`config.mk`:
```
export PLATFORM = sky130hd
export DESIGN_NAME = tl_phase_scheduler
export DESIGN_NICKNAME = d
export VERILOG_FILES = /design/src/rtl/tl_pkg.sv /design/src/rtl/tl_rr_select.sv /design/src/rtl/tl_phase_scheduler.sv
export SDC_FILE = /design/constraint.sdc
export NUM_CORES = 1
export LEC_CHECK = 0
export ABC_CLOCK_PERIOD_IN_PS = 3200
export CORE_UTILIZATION = 45
export CTS_CLUSTER_SIZE = 20
export DETAILED_ROUTE_END_ITERATION = 16
export PLACE_DENSITY = 0.7
export REMOVE_ABC_BUFFERS = 1
export SYNTH_ARGS = -nofsm -noshare
export SYNTH_HDL_FRONTEND = slang
export SYNTH_HIERARCHICAL = 1
export SYNTH_SLANG_ARGS = --single-unit
export TNS_END_PERCENT = 1
```
`constraint.sdc`:
```
create_clock -name clk -period 3.2 [get_ports clk]
set_input_delay 0.64 -clock clk [delete_from_list [all_inputs] [get_ports clk]]
set_output_delay 0.64 -clock clk [all_outputs]
set_load 0.005 [all_outputs]
```
`src/rtl/tl_pkg.sv`:
```
// Shared types and constants for the traffic-light phase scheduler family.
package tl_pkg;

  typedef enum logic [1:0] {
    ALLRED = 2'd0,
    GREEN  = 2'd1,
    YELLOW = 2'd2
  } phase_t;

  localparam int MAX_APP = 8;
  localparam logic [MAX_APP-1:0] LAMP_NONE = '0;
  localparam logic [MAX_APP-1:0] LAMP_ALL  = '1;

  localparam int DEF_N_APP     = 4;
  localparam int DEF_MIN_GREEN = 3;
  localparam int DEF_MAX_GREEN = 6;
  localparam int DEF_YELLOW_T  = 2;
  localparam int DEF_ALLRED_T  = 1;

  function automatic int lamp_bit(input int idx);
    return 1 << idx;
  endfunction

endpackage

```
`src/rtl/tl_rr_select.sv`:
```
// Combinational round-robin picker: first set bit of pend & mask after cur.
module tl_rr_select #(
  parameter int N_APP = 4,
  parameter int AW    = 2
) (
  input  logic [N_APP-1:0] pend,
  input  logic [AW-1:0]    cur,
  input  logic [N_APP-1:0] mask,
  output logic [AW-1:0]    idx,
  output logic             found
);

  logic [N_APP-1:0] cand;
  logic [AW-1:0]    probe;

  assign cand = pend & mask;

  // Scan the farthest offset first so the nearest candidate is written last.
  always_comb begin
    idx   = cur;
    found = 1'b0;
    probe = cur;
    for (int k = N_APP; k >= 1; k--) begin
      probe = AW'((int'(cur) + k) % N_APP);
      if (cand[probe]) begin
        idx   = probe;
        found = 1'b1;
      end
    end
  end

endmodule

```
`src/rtl/tl_phase_scheduler.sv`:
```
// Intersection phase scheduler: one green shared by N_APP approaches with
// round-robin service, gap/max-out and emergency preempt.
//   state  | meaning
//   ALLRED | clearance, every lamp red; next_app still retargetable
//   GREEN  | cur_app green; exits on preempt, gap-out or max-out
//   YELLOW | cur_app yellow for YELLOW_T cycles, never shortened
module tl_phase_scheduler
  import tl_pkg::*;
#(
  parameter int N_APP     = 4,
  parameter int AW        = 2,
  parameter int TW        = 8,
  parameter int MIN_GREEN = 10,
  parameter int MAX_GREEN = 40,
  parameter int YELLOW_T  = 4,
  parameter int ALLRED_T  = 2
) (
  input  logic             clk,
  input  logic             rst,
  input  logic [N_APP-1:0] req,
  input  logic             preempt,
  input  logic [AW-1:0]    preempt_id,
  output logic [N_APP-1:0] green,
  output logic [N_APP-1:0] yellow,
  output logic [N_APP-1:0] red,
  output logic [AW-1:0]    cur_app,
  output logic             phase_start
);

  localparam logic [TW-1:0] T_SAT = '1;

  phase_t           state;
  logic [TW-1:0]    timer;
  logic [AW-1:0]    next_app;
  logic [N_APP-1:0] pend;

  logic [N_APP-1:0] cur_oh, tgt_oh, green_oh, pend_set;
  logic [AW-1:0]    tgt, rr_idx;
  logic             pre_ok, others;
  logic [TW-1:0]    timer_inc;

  // Out-of-range ids only exist when N_APP is not a power of two.
  assign pre_ok    = preempt && (32'(preempt_id) < 32'(N_APP));
  assign cur_oh    = N_APP'(1) << cur_app;
  assign tgt       = pre_ok ? preempt_id : next_app;
  assign tgt_oh    = N_APP'(1) << tgt;
  assign green_oh  = (state == GREEN) ? cur_oh : '0;
  assign pend_set  = pend | (req & ~green_oh);
  assign timer_inc = (timer == T_SAT) ? timer : timer + TW'(1);

  // found is exactly "some approach other than cur_app is pending".
  tl_rr_select #(.N_APP(N_APP), .AW(AW)) u_rr (
    .pend  (pend),
    .cur   (cur_app),
    .mask  (~cur_oh),
    .idx   (rr_idx),
    .found (others)
  );

  always_ff @(posedge clk or negedge rst) begin
    if (!rst) begin
      state       <= ALLRED;
      timer       <= '0;
      cur_app     <= '0;
      next_app    <= '0;
      pend        <= '0;
      phase_start <= 1'b0;
    end else begin
      phase_start <= 1'b0;
      timer       <= timer_inc;
      pend        <= pend_set;
      case (state)
        ALLRED: begin
          if (pre_ok) next_app <= preempt_id;
          if (timer == TW'(ALLRED_T - 1)) begin
            state       <= GREEN;
            timer       <= '0;
            cur_app     <= tgt;
            phase_start <= 1'b1;
            pend        <= pend_set & ~tgt_oh;
          end
        end
        GREEN: begin
          if (pre_ok) begin
            if (preempt_id != cur_app) begin
              state    <= YELLOW;
              timer    <= '0;
              next_app <= preempt_id;
            end
          end else if (others &&
                       ((timer >= TW'(MIN_GREEN - 1) && !req[cur_app]) ||
                        timer >= TW'(MAX_GREEN - 1))) begin
            state    <= YELLOW;
            timer    <= '0;
            next_app <= rr_idx;
          end
        end
        YELLOW: begin
          if (pre_ok) next_app <= preempt_id;
          if (timer == TW'(YELLOW_T - 1)) begin
            state <= ALLRED;
            timer <= '0;
          end
        end
        default: begin
          state <= ALLRED;
          timer <= '0;
        end
      endcase
    end
  end

  always_comb begin
    green  = '0;
    yellow = '0;
    if (state == GREEN)       green  = cur_oh;
    else if (state == YELLOW) yellow = cur_oh;
  end

  assign red = ~(green | yellow);

endmodule

```
==> impl_metrics.csv <==
group,metric,value,unit
global_route,grt_max_degree,20,
layout,nNetsFinal,186,
yosys,ys_seq_area_share,36.5,%
power_and_ir_drop,power.switching,477,uW
layout,syn_to_final_growth,19.4,%
timing,max_freq,391,MHz
timing,slew_headroom,41.7,%
die,die_w,55.8,um
worst_setup_path,r2r_end,"next_app[0]$_DFFE_PN0P_",
global_route,grt_pass1_vias,1172,
timing,setup_viol,0,
timing,fin_skew,5.17,ps
yosys,synth_area_leaders,"dfrtp_1 (37%), nor2_1 (8.1%), nand2_1 (3.7%)",
yosys,syn_area_per_cell,8.63,um2
status,status,"complete, no violations",
drt,drc,0,
yosys,synth_top_area_share,36.5,%
die,boundaryPins,24,
power_and_ir_drop,power.total,1.10,mW
worst_setup_path,crit_start,"state[0]$_DFFE_PN0P_",
worst_setup_path,required,2560,ps
drt,vias,1168,
worst_setup_path,reg2reg_slack,1020,ps
die,die-area,3110,um2
clock_network,clk_latency,300,ps
timing,whs,543,ps
die,core,2760,um2
drt,first_pass_iters,4,
die,rows,19,
yosys,ys.flop_type,"dfrtp_1",
worst_setup_path,startpoint_type,"register",
timing,finalSetupTns,0,ps
power_and_ir_drop,worst_ir_drop_vdd,0.000564,V
clock_network,cts_setup_buffers,0,
placement,hpwl,2270,um
worst_setup_path,cp_slowest_cell,"dfrtp_1",
yosys,synth_cells,151,
layout,drive_above_1_share,8.67,%
yosys,synth-edff-count,0,
drt,routedWlPerCell,14.3,um
timing,rsz0062_at_grt,"no",
worst_setup_path,rr_worst_depth,4,
timing,drv_slew,0,
worst_setup_path,crit_type,"reg2out",
power_and_ir_drop,pwr-share-comb,47.1,%
worst_setup_path,worstSetupEndpointType,"output pin",
clock_network,cts.sinks,19,
timing,final-hold-violation-count,0,
yosys,synth_top_area_cell,"dfrtp_1",
clock_network,cts-root-buf,"clkbuf_4",
die,die_height,55.8,um
worst_setup_path,reg2reg_from,"cur_app[0]$_DFFE_PN0P_",
clock_network,cts_tree,"done",
worst_setup_path,path_depth,4,
power_and_ir_drop,powerDensity,707,nW/um2
hold_path,hp-start,"pend[2]$_DFF_PN0_",
drt,viasPerCell,5.73,
worst_setup_path,critPathTopFamily,"buffers and inverters",
placement,io_buffers,23,
worst_setup_path,crit_buf_inv,2,
timing,tightest_slew,872,ps
worst_setup_path,crit_end,"green[3]",
global_route,antenna_found_initial,0,
clock_network,cts_inserted_buffers,3,
power_and_ir_drop,power.leakage,0.665,nW
drt,ant_nets,0,
drt,drt_wl_total,2920,um
clock_network,ctsResizeCount,0,
worst_setup_path,critical_path_arrival,1920,ps
clock_network,ctsHoldBuffers,0,
power_and_ir_drop,pwr-share-clk,11.1,%
drt,first_iter_violations,34,
hold_path,hold_class,"reg2reg",
clock_network,ctsHtreeMaxLevel,1,
timing,fin_crit,2560,ps
worst_setup_path,crit_fanout,9,
worst_setup_path,slowest_delay,510,ps
yosys,synth_cell_type_count,46,
global_route,grt_pass1_wl,5060,um
global_route,grt_usage,20.7,%
global_route,grt_remaining_overflow,0,
yosys,async_flop_share,100,%
yosys,yosys_warnings,6,
yosys,ys_seq_elements,19,
power_and_ir_drop,intPower,622,uW
job,max_cap_violations,0,
clock_network,clk_path_buf_depth,2,
die,start_util,47.2,%
timing,fin_crit_sh,80.0,%
placement,place_congestion,0.813,
layout,n_fill_cell,257,
power_and_ir_drop,seqPwrFrac,41.8,%
power_and_ir_drop,sw_frac_of_total,43.4,%
worst_setup_path,path_cells,"nor2b_1 > nand3_1 > inv_1 > clkdlybuf4s50_1",
layout,antennaDiodeCount,0,
yosys,synthesis.area,1300,um2
clock_network,clk_pin_slew_worst_paths,110,ps
yosys,synth_common_cells,"nor2_1 (28), dfrtp_1 (19), nand2_1 (13), inv_1 (12), a21oi_1 (8)",
yosys,yosysMostFrequentCell,"nor2_1",
[state kept, by name (all words and copies together) (netlist names)]
signal and count:
next_app 2, cur_app 2, state 2, phase_start 1, timer 8, pend 4
[kinds of logic (layout without fill, tap and decap cells)]
kind of cell | count (synthesis) | count (layout) | share of synthesized area [%]
fa+ha+maj | 3 | 3 | 2.88
buf+inv | 17 | 39 | 6.82
mux | 3 | 3 | 3.27
xor+xnor | 5 | 5 | 3.36
flops | 19 | 19 | 36.5
compound gates | 35 | 35 | 20.0
simple gates | 69 | 69 | 27.2
[how the worst min path moves through the flow]
stage | to | slack, ps | cells past startpoint
floorplan | cur_app[0]$_DFFE_PN0P_ | 340 | 0
global placement | pend[2]$_DFF_PN0_ | 500 | 2
detailed placement | pend[0]$_DFF_PN0_ | 510 | 2
CTS | pend[2]$_DFF_PN0_ | 540 | 2
global route | pend[0]$_DFF_PN0_ | 560 | 2
finish | pend[2]$_DFF_PN0_ | 540 | 2
[metrics by stage]
step           util [%]  area, um2  std cells  setup WS, ps
6_report           56.4       1560        204           640
5_1_grt            56.4       1560        204           496
4_1_cts            56.4       1560        204           631
3_5_place_dp       55.4       1530        200           673
3_3_place_gp       55.4       1530        200           765
2_1_floorplan         -       1260        146          1300
[final cells by class]
| type | count | area (um2) | share of cell area (%) |
|---|---|---|---|
| clock inverters | 1 | 5.00 | 0.322 |
| well taps | 31 | 38.8 | 2.49 |
| repair buffers | 23 | 230 | 14.8 |
| multi-input cells | 115 | 738 | 47.5 |
| flip-flops and latches | 19 | 475 | 30.6 |
| clock buffers | 3 | 22.5 | 1.45 |
| inverters | 12 | 45.0 | 2.90 |
[worst reg2reg max path, stage by stage, from the launching register on]
cell and delay [ps]:
dfrtp_1 650, mux4_2 600, o2111ai_1 320, nand3_1 190, o221a_2 310
[power by group through the flow]
stage                     Clock, mW  Combinational [mW]  Sequential [mW]
after detailed placement          0               0.518            0.462
after global routing          0.139               0.583            0.477
final                         0.122               0.518            0.459
after floorplan                   0               0.352            0.429
after global placement            0               0.502            0.458
after CTS                     0.125               0.521            0.457
[routing by layer]
metal,vias to the layer above,GRT usage (%),wire [um]
met5,-,0,0
met4,0,8.57,39
met3,5,3.72,111
met2,28,36.8,1450
met1,556,24.5,1320
li1,579,-,-
[layout by cell type (no fill, tap or decap), types with 3 or more instances in the layout]
cell type        count
nor2_1              28
clkdlybuf4s50_1     23
dfrtp_1             19
nand2_1             13
inv_1               12
a21oi_1              8
o21ai_0              6
nor3_1               6
nand2b_1             5
xnor2_1              4
nand3_1              3
ha_1                 3
clkbuf_4             3
(Power assumes the default switching activity.)
